==> src/rtl/f_fetch_stage_pkg.sv <==
// Shared definitions for the MIPS fetch stage: exception codes, reset PC,
// the F/D pipeline record and the fetch address fault check.
package f_fetch_stage_pkg;

    localparam logic [4:0]  EXC_NONE         = 5'd0;
    localparam logic [4:0]  EXC_ADEL         = 5'd4;
    localparam logic [31:0] RESET_PC_DEFAULT = 32'h0000_3000;

    // One F/D pipeline register entry
    typedef struct packed {
        logic [31:0] instr;
        logic [31:0] pc;
        logic        valid;
        logic [4:0]  exc;
        logic        bd;
    } fd_t;

    localparam fd_t FD_BUBBLE = '{instr: 32'h0, pc: 32'h0, valid: 1'b0,
                                  exc: EXC_NONE, bd: 1'b0};

    // Misaligned or outside [base, limit); limit is 33 bits so the top of
    // the ROM window may sit exactly at 2^32 without wrapping.
    function automatic logic fetch_fault(input logic [31:0] pc,
                                         input logic [31:0] base,
                                         input logic [32:0] limit);
        return (pc[1:0] != 2'b00) ||
               ({1'b0, pc} < {1'b0, base}) ||
               ({1'b0, pc} >= limit);
    endfunction

endpackage

==> src/rtl/f_fetch_stage_if.sv <==
// Fetch-stage bus: next-PC/hazard inputs, ROM port and the F/D outputs.
interface f_fetch_stage_if #(
    parameter int AW = 12
);
    logic [31:0]   in_npc;
    logic          in_stall;
    logic          in_flush;
    logic          in_Disbranch;
    logic [31:0]   in_imem_rdata;
    logic [31:0]   out_Fpc;
    logic [AW-1:0] out_imem_addr;
    logic [31:0]   out_Dinstr;
    logic [31:0]   out_Dpc;
    logic          out_Dvalid;
    logic [4:0]    out_Dexc;
    logic          out_Dbd;

    // Surrounding pipeline / ROM side
    modport master (
        output in_npc, in_stall, in_flush, in_Disbranch, in_imem_rdata,
        input  out_Fpc, out_imem_addr, out_Dinstr, out_Dpc, out_Dvalid,
               out_Dexc, out_Dbd
    );

    // Fetch stage side
    modport slave (
        input  in_npc, in_stall, in_flush, in_Disbranch, in_imem_rdata,
        output out_Fpc, out_imem_addr, out_Dinstr, out_Dpc, out_Dvalid,
               out_Dexc, out_Dbd
    );
endinterface

==> src/rtl/f_fetch_stage_fd_pipe_reg.sv <==
// F/D pipeline register. Priority: reset, flush (bubble), stall (hold), capture.
module fd_pipe_reg
    import f_fetch_stage_pkg::*;
(
    input  logic clk,
    input  logic reset_i,
    input  logic flush_i,
    input  logic stall_i,
    input  fd_t  cap_i,
    output fd_t  fd_o
);
    fd_t fd_q;
    fd_t fd_d;

    // Next entry: flush beats stall so a stalled slot can still be squashed
    always_comb begin
        fd_d = fd_q;
        if (flush_i) begin
            fd_d = FD_BUBBLE;
        end else if (stall_i) begin
            fd_d = fd_q;
        end else begin
            fd_d = cap_i;
        end
    end

    // Entry register with synchronous reset
    always_ff @(posedge clk) begin
        if (reset_i) begin
            fd_q <= FD_BUBBLE;
        end else begin
            fd_q <= fd_d;
        end
    end

    assign fd_o = fd_q;

endmodule

==> src/rtl/f_fetch_stage.sv <==
// MIPS F stage: holds the fetch PC, addresses the instruction ROM, flags
// fetch address faults and fills the F/D register (with delay-slot tagging).
module f_fetch_stage
    import f_fetch_stage_pkg::*;
#(
    parameter logic [31:0] RESET_PC   = RESET_PC_DEFAULT,
    parameter logic [31:0] IMEM_BASE  = 32'h0000_3000,
    parameter int          IMEM_DEPTH = 4096
)(
    input  logic           clk,
    input  logic           reset,
    f_fetch_stage_if.slave bus
);
    localparam int         AW         = $clog2(IMEM_DEPTH);
    localparam logic [32:0] IMEM_LIMIT = {1'b0, IMEM_BASE} + (33'(IMEM_DEPTH) << 2);

    logic [31:0] pc_q;
    logic [31:0] pc_d;
    logic [31:0] offset_s;
    logic        fault_s;
    logic [31:0] word_s;
    fd_t         cap_s;
    fd_t         fd_s;

    // PC follows the external next-PC unless the hazard unit stalls
    always_comb begin
        pc_d = pc_q;
        if (bus.in_stall) begin
            pc_d = pc_q;
        end else begin
            pc_d = bus.in_npc;
        end
    end

    // PC register with synchronous reset
    always_ff @(posedge clk) begin
        if (reset) begin
            pc_q <= RESET_PC;
        end else begin
            pc_q <= pc_d;
        end
    end

    // ROM index is driven even for faulting PCs; the returned word is discarded then
    assign offset_s = pc_q - IMEM_BASE;
    assign fault_s  = fetch_fault(pc_q, IMEM_BASE, IMEM_LIMIT);

    // Build the capture entry; a faulting fetch becomes a nop tagged AdEL
    always_comb begin
        cap_s       = FD_BUBBLE;
        word_s      = 32'h0;
        if (fault_s) begin
            word_s    = 32'h0;
            cap_s.exc = EXC_ADEL;
        end else begin
            word_s    = bus.in_imem_rdata;
            cap_s.exc = EXC_NONE;
        end
        cap_s.instr = word_s;
        cap_s.pc    = pc_q;
        cap_s.valid = 1'b1;
        // Only a real branch in D makes this word its delay slot
        cap_s.bd    = bus.in_Disbranch & fd_s.valid;
    end

    fd_pipe_reg u_fd (
        .clk     (clk),
        .reset_i (reset),
        .flush_i (bus.in_flush),
        .stall_i (bus.in_stall),
        .cap_i   (cap_s),
        .fd_o    (fd_s)
    );

    assign bus.out_Fpc       = pc_q;
    assign bus.out_imem_addr = offset_s[AW+1:2];
    assign bus.out_Dinstr    = fd_s.instr;
    assign bus.out_Dpc       = fd_s.pc;
    assign bus.out_Dvalid    = fd_s.valid;
    assign bus.out_Dexc      = fd_s.exc;
    assign bus.out_Dbd       = fd_s.bd;

endmodule
==> src/flat_wrapper.sv <==
// flat-port wrapper written by rule: the top's interface ports become plain ports
module f_fetch_stage_flat import f_fetch_stage_pkg::*;
#(
    parameter logic [31:0] RESET_PC   = RESET_PC_DEFAULT,
    parameter logic [31:0] IMEM_BASE  = 32'h0000_3000,
    parameter int          IMEM_DEPTH = 4096
)
  (clk, reset, bus_in_npc, bus_in_stall, bus_in_flush, bus_in_Disbranch, bus_in_imem_rdata, bus_out_Fpc, bus_out_imem_addr, bus_out_Dinstr, bus_out_Dpc, bus_out_Dvalid, bus_out_Dexc, bus_out_Dbd);
  f_fetch_stage_if bus_i ();
  input  logic clk;
  input  logic reset;
  input wire logic [$bits(bus_i.in_npc)-1:0] bus_in_npc;
  input wire logic [$bits(bus_i.in_stall)-1:0] bus_in_stall;
  input wire logic [$bits(bus_i.in_flush)-1:0] bus_in_flush;
  input wire logic [$bits(bus_i.in_Disbranch)-1:0] bus_in_Disbranch;
  input wire logic [$bits(bus_i.in_imem_rdata)-1:0] bus_in_imem_rdata;
  output wire logic [$bits(bus_i.out_Fpc)-1:0] bus_out_Fpc;
  output wire logic [$bits(bus_i.out_imem_addr)-1:0] bus_out_imem_addr;
  output wire logic [$bits(bus_i.out_Dinstr)-1:0] bus_out_Dinstr;
  output wire logic [$bits(bus_i.out_Dpc)-1:0] bus_out_Dpc;
  output wire logic [$bits(bus_i.out_Dvalid)-1:0] bus_out_Dvalid;
  output wire logic [$bits(bus_i.out_Dexc)-1:0] bus_out_Dexc;
  output wire logic [$bits(bus_i.out_Dbd)-1:0] bus_out_Dbd;
  assign bus_i.in_npc = bus_in_npc;
  assign bus_i.in_stall = bus_in_stall;
  assign bus_i.in_flush = bus_in_flush;
  assign bus_i.in_Disbranch = bus_in_Disbranch;
  assign bus_i.in_imem_rdata = bus_in_imem_rdata;
  assign bus_out_Fpc = bus_i.out_Fpc;
  assign bus_out_imem_addr = bus_i.out_imem_addr;
  assign bus_out_Dinstr = bus_i.out_Dinstr;
  assign bus_out_Dpc = bus_i.out_Dpc;
  assign bus_out_Dvalid = bus_i.out_Dvalid;
  assign bus_out_Dexc = bus_i.out_Dexc;
  assign bus_out_Dbd = bus_i.out_Dbd;
  f_fetch_stage #(.RESET_PC(RESET_PC), .IMEM_BASE(IMEM_BASE), .IMEM_DEPTH(IMEM_DEPTH)) u_core (.clk(clk), .reset(reset), .bus(bus_i));
endmodule
==> config.mk <==
export PLATFORM = sky130hd
export DESIGN_NAME = f_fetch_stage_flat
export DESIGN_NICKNAME = d
export VERILOG_FILES = /design/src/rtl/f_fetch_stage_pkg.sv /design/src/rtl/f_fetch_stage_if.sv /design/src/rtl/f_fetch_stage_fd_pipe_reg.sv /design/src/rtl/f_fetch_stage.sv /design/src/flat_wrapper.sv
export SDC_FILE = /design/constraint.sdc
export NUM_CORES = 1
export LEC_CHECK = 0
export ABC_AREA = 1
export ABC_CLOCK_PERIOD_IN_PS = 3600
export CORE_ASPECT_RATIO = 0.75
export CORE_MARGIN = 8
export CORE_UTILIZATION = 35
export DETAILED_ROUTE_END_ITERATION = 8
export DONT_BUFFER_PORTS = 1
export GPL_TIMING_DRIVEN = 0
export PLACE_DENSITY = 0.57
export SYNTH_ARGS = -nofsm -noshare
export SYNTH_HDL_FRONTEND = slang
export SYNTH_SLANG_ARGS = --single-unit
==> constraint.sdc <==
create_clock -name clk -period 3.6 [get_ports clk]
set_input_delay 0.36 -clock clk [delete_from_list [all_inputs] [get_ports clk]]
set_output_delay 0.36 -clock clk [all_outputs]
set_load 0.02 [all_outputs]
# Word-level counts from Yosys, hierarchy flattened
# Cells that the tools add are included.
dict set report totals {
  register_bits 103
  inputBits 69
  output_inout_bits 115
}
dict set report op_classes {
  n_addsub 1
  order_cmp 2
  mux 2
  n_bitwise 1
  reduce_logical 4
}
# operator count
set op_table {}
lappend op_table {{>= comparator 32 x 15 -> 1 bit (second input constant)} 1}
lappend op_table {{less-than comparator 32 x 14 -> 1 bit (second input constant)} 1}
lappend op_table {{2-to-1 mux 32 bit} 1}
lappend op_table {{subtractor 14 bit (second input constant)} 1}
lappend op_table {{2-to-1 mux 3 bit} 1}
lappend op_table {{logical OR 1 bit} 2}
lappend op_table {{nonzero test 2 bit} 1}
lappend op_table {{OR reduction 2 bit} 1}
lappend op_table {{bitwise AND 1 bit} 1}

# Logic depth before layout (Yosys ltp)
dict set report depth {
  word_depth 4
  mapped_depth 10
  ltp_nobuf 9
}

# Modules after synthesis
# A second synthesis with hierarchy kept.
dict set report hier_totals {
  cells_unflattened 725
  hier_area_um2 4807.1
}
# module instances cells_each area_per_inst_um2
set modules_own_cells {}
lappend modules_own_cells {fd_pipe_reg 1 450 2939.1}
lappend modules_own_cells {f_fetch_stage 1 275 1868.0}

# Worst setup path before layout
# OpenSTA, ideal clock, no wires.
dict set report synth_timing {
  path_kind {flip-flop to flip-flop}
  startpoint {register u_core.pc_q[13] (netlist: u_core.bus.out_Fpc[13])}
  endpoint {register u_core.u_fd.fd_q, in the netlist u_core.u_fd.fd_o[39]}
  setup_time_ns 0.062
  arrival_time_ns 1.145
  required_time_ns 3.538
  setup_slack_ns 2.393
  path_stages_with_launch 11
  n_path_buf 1
  cell_sequence {dfxtp_1 > ha_1 > inv_1 > nand2_1 > nand2_1 > nor2_1 > nand3_1 > nand2_2 > nand2_4 > buf_6 > nor2_2}
}
dict set report synth_via {
  elab_chain_len 4
}
# item line_no
set synth_lines {}
lappend synth_lines {{from (decl)} f_fetch_stage.sv:17} ;# logic [31:0] pc_q;
lappend synth_lines {{from (signal assigned)} f_fetch_stage.sv:40} ;# pc_q <= pc_d;
lappend synth_lines {{less-than comparator 32 x 14 -> 1 bit} f_fetch_stage_pkg.sv:27} ;# ({1'b0, pc} < {1'b0, base}) ||
lappend synth_lines {{logical OR 1 bit} f_fetch_stage_pkg.sv:26} ;# return (pc[1:0] != 2'b00) ||
lappend synth_lines {{logical OR 1 bit *} f_fetch_stage_pkg.sv:27}
lappend synth_lines {{2-to-1 mux 32 bit *} f_fetch_stage.sv:52} ;# if (fault_s) begin
lappend synth_lines {{to (signal assigned)} f_fetch_stage_fd_pipe_reg.sv:30} ;# fd_q <= FD_BUBBLE;
lappend synth_lines {{to (signal assigned)} f_fetch_stage_fd_pipe_reg.sv:32} ;# fd_q <= fd_d;
lappend synth_lines {{to (decl)} f_fetch_stage_fd_pipe_reg.sv:12} ;# fd_t fd_q;
# Every way passes the cells marked *; elsewhere a longest branch is shown, timed or not.
# A chain may end at the register's enable or synchronous reset.

# Worst setup path in the final report
dict set report layout_timing {
  startpoint {register u_core.pc_q[13] (netlist: u_core.bus.out_Fpc[13])}
  endpoint {output port bus_out_imem_addr[11]}
}
dict set report layout_via {
  elab_chain_len 1
}
# item line_no
set layout_lines {}
lappend layout_lines {{subtractor 14 bit} f_fetch_stage.sv:45} ;# assign offset_s = pc_q - IMEM_BASE;
lappend layout_lines {{to (decl)} flat_wrapper.sv:18} ;# output wire logic [$bits(bus_i.out_imem_addr)-1:0] bus_out_imem_addr;
# No other way between the ends.

==> metrics <==
total chip power=2.456 mW; Worst Path Buf+Inv=0; Worst path slowest cell=ha_1; DRT Pass-1 Iters=5; Peak VDD IR=251.3 uV; Worst-Skew Late Latency=340 ps; number of setup buffers added after CTS=0; Setup Crit Path Kind=reg2out; io pins=184; arrival time at the worst endpoint=1120 ps; hold path cells=2; Post-synth EDFFs=0; initial DRC count=83; CP Launch Type=register; H-tree depth=3; yosys synthesis warning count=0; WL per Instance=17.74 um; # rows=33; CTS Hold Bufs=0; cells after synthesis=462; Synth area leaders=dfxtp_1 (50%), buf_4 (9.3%), mux2i_1 (8.1%); post_cts resized=0; synthesis-stage register bit count=99; layout overhead on the synthesized area=12.59%; Post-Syn Area=3964 um^2; CP Capture Type=primary output; clk sinks=99; Total Routed Length=11.00 mm; HP Class=in2reg; sequential area share after synthesis=0.5000; Die Wd=138.9 um; total number of vias=2895; layout cells sized above 1=0.2313; power per cell area=550.2 nW/um^2; setup TNS=0 ps; Core Box Area=10980 um^2; Synth Area per Inst=8.580 um^2; first-pass GRT wire length=16.97 mm; Max Cap Viol=0; worst hold margin=140.8 ps; Overflow after GRT=0; HP Start=bus_in_npc[13]; CTS Root Cell=clkbuf_16; largest area contributor in the netlist=dfxtp_1; Clk pin slew, worst setup/hold paths=70 ps; Main synth FF type=dfxtp_1; GRT Util Overall=0.1444; max-slew violation count=0; fmax=0.6754 GHz; # nets final=546; status=finished clean; crit-path cells=ha_1; Slew @ Worst Pin=601.6 ps; R2R Setup Slk=2130 ps; leak pwr=1.873 nW; endpoints failing setup=0; dpl cells=605; Fin. Hold Viols=0; PnR worst setup slack=2119 ps; RSZ-0062 raised after global routing=false; post-layout minimum cycle time=1481 ps; Worst EP required=3240 ps; initial core utilization=0.3609; vias in the first global route=2927; initial antenna violation count=0; unique cell type count in the Yosys netlist=20; worst r2r dst=u_core.u_fd.fd_o[44]$_SDFFE_PP0N_; HPWL after DPL=8.557 mm; Reg2Reg Launch Point=u_core.bus.out_Fpc[13]$_SDFFE_PP1N_; Async SR Flop Fraction=0; Vias/cell=4.669; fin crit share=0.4113; Synth top area share=0.5000; Clock Tree Buf Depth=2; total CTS buffers=9; diode count=0; FF-to-FF path depth=10; I/O Buffers=0; Final ANT Viol Nets=0; cell with the most instances after synthesis=dfxtp_1; DP Worst Slack=2089 ps; Synth top cells by count=dfxtp_1 (99), nor2_1 (73), nand2_1 (70); die height=108.2 um; DRC=0; kind of cell adding the most delay to the critical path=adder cells; CTS tree=yes; Crit path largest cell delay=420 ps; max_slew headroom=0.5989; pin count of the biggest net entering global routing=16; die footprint=15020 um^2; gpl congestion=0.7206; Fin Clk Skew=7.305 ps; Hold EP=u_core.bus.out_Fpc[13]$_SDFFE_PP1N_; Finished Layout Cells=620; top fanout value on the critical path=4
cell families after synthesis:
family,share of synthesized area
other,0.0009461
DFF,0.5000
AOI/OAI and AO/OA,0.09028
buffers and inverters,0.1310
muxes,0.08081
and+or+nand+nor,0.1938
adders and majority gates,0.003156
cells in the final DEF, fill, tap and decap left out:
master	n
dfxtp_1	99
nor2_1	73
nand2_1	70
buf_4	49
a21oi_1	36
o21ai_0	34
mux2i_1	32
nor2_2	29
clkbuf_1	11
buf_2	10
clkbuf_16	9
inv_1	6
conb_1	4
buf_6	3
clkbuf_8	3
nand3_1	2
nor2_4	2
inv_2	1
nand2_2	1
nand2_4	1
o211ai_1	1
ha_1	1
clkinvlp_4	1
bufinv_16	1
clkinv_4	1
per-stage QoR:
| stage | util | area (um^2) |
|---|---|---|
| after detailed placement | 0.3779 | 4150 |
| after floorplan | - | 3975 |
| after global placement | 0.3779 | 4150 |
| after CTS | 0.4064 | 4463 |
| after global routing | 0.4064 | 4463 |
| final | 0.4064 | 4463 |
metal layers:
| metal | GRT usage | wire length, um | up-vias |
|---|---|---|---|
| li1 | - | - | 1457 |
| met1 | 0.1651 | 4570 | 1285 |
| met2 | 0.2306 | 5051 | 143 |
| met3 | 0.07746 | 1269 | 10 |
| met4 | 0.04606 | 106 | 0 |
| met5 | 0 | 0 | - |
registers in the layout, summed over array words and instances (netlist names):
register	flops
u_core.u_fd.fd_o	67
u_core.bus.out_Fpc	32
final cells by class:
cell class | instances | area, um^2
Buffer | 73 | 493.0
Clock buffer | 12 | 266.5
Clock inverter | 3 | 46.29
Fill cell | 1131 | 6520
Inverter | 7 | 26.28
Multi-Input combinational cell | 286 | 1474
Sequential cell | 99 | 1982
Tap cell | 140 | 175.2
worst register-to-register path, stage by stage, from the launching register on:
cell	delay [ps]
dfxtp_1	430
ha_1	200
inv_1	40
nand2_1	60
nand2_1	40
nor2_1	80
nand3_1	90
nand2_2	120
nand2_4	90
buf_6	180
nor2_2	80
worst max-delay path by stage:
stage / from / to / cells past startpoint
after CTS: u_core.bus.out_Fpc[13]$_SDFFE_PP1N_ / u_core.u_fd.fd_o[39]$_SDFFE_PP0N_ / 10
final: u_core.bus.out_Fpc[13]$_SDFFE_PP1N_ / bus_out_imem_addr[11] / 1
after global routing: u_core.bus.out_Fpc[13]$_SDFFE_PP1N_ / u_core.u_fd.fd_o[44]$_SDFFE_PP0N_ / 10
after global placement: u_core.bus.out_Fpc[13]$_SDFFE_PP1N_ / u_core.u_fd.fd_o[62]$_SDFFE_PP0N_ / 10
after floorplan: u_core.bus.out_Fpc[13]$_SDFFE_PP1N_ / u_core.u_fd.fd_o[39]$_SDFFE_PP0N_ / 10
after detailed placement: u_core.bus.out_Fpc[13]$_SDFFE_PP1N_ / u_core.u_fd.fd_o[44]$_SDFFE_PP0N_ / 10
where the power goes:
| group | internal (mW) | switching, mW | leakage (nW) | total (mW) |
|---|---|---|---|---|
| logic | 0.0997 | 0.165 | 0.912 | 0.265 |
| clock network | 0.593 | 0.402 | 0.151 | 0.996 |
| registers | 1.14 | 0.0584 | 0.809 | 1.20 |
| total | 1.83 | 0.626 | 1.87 | 2.46 |
(Power assumes the default switching activity.)
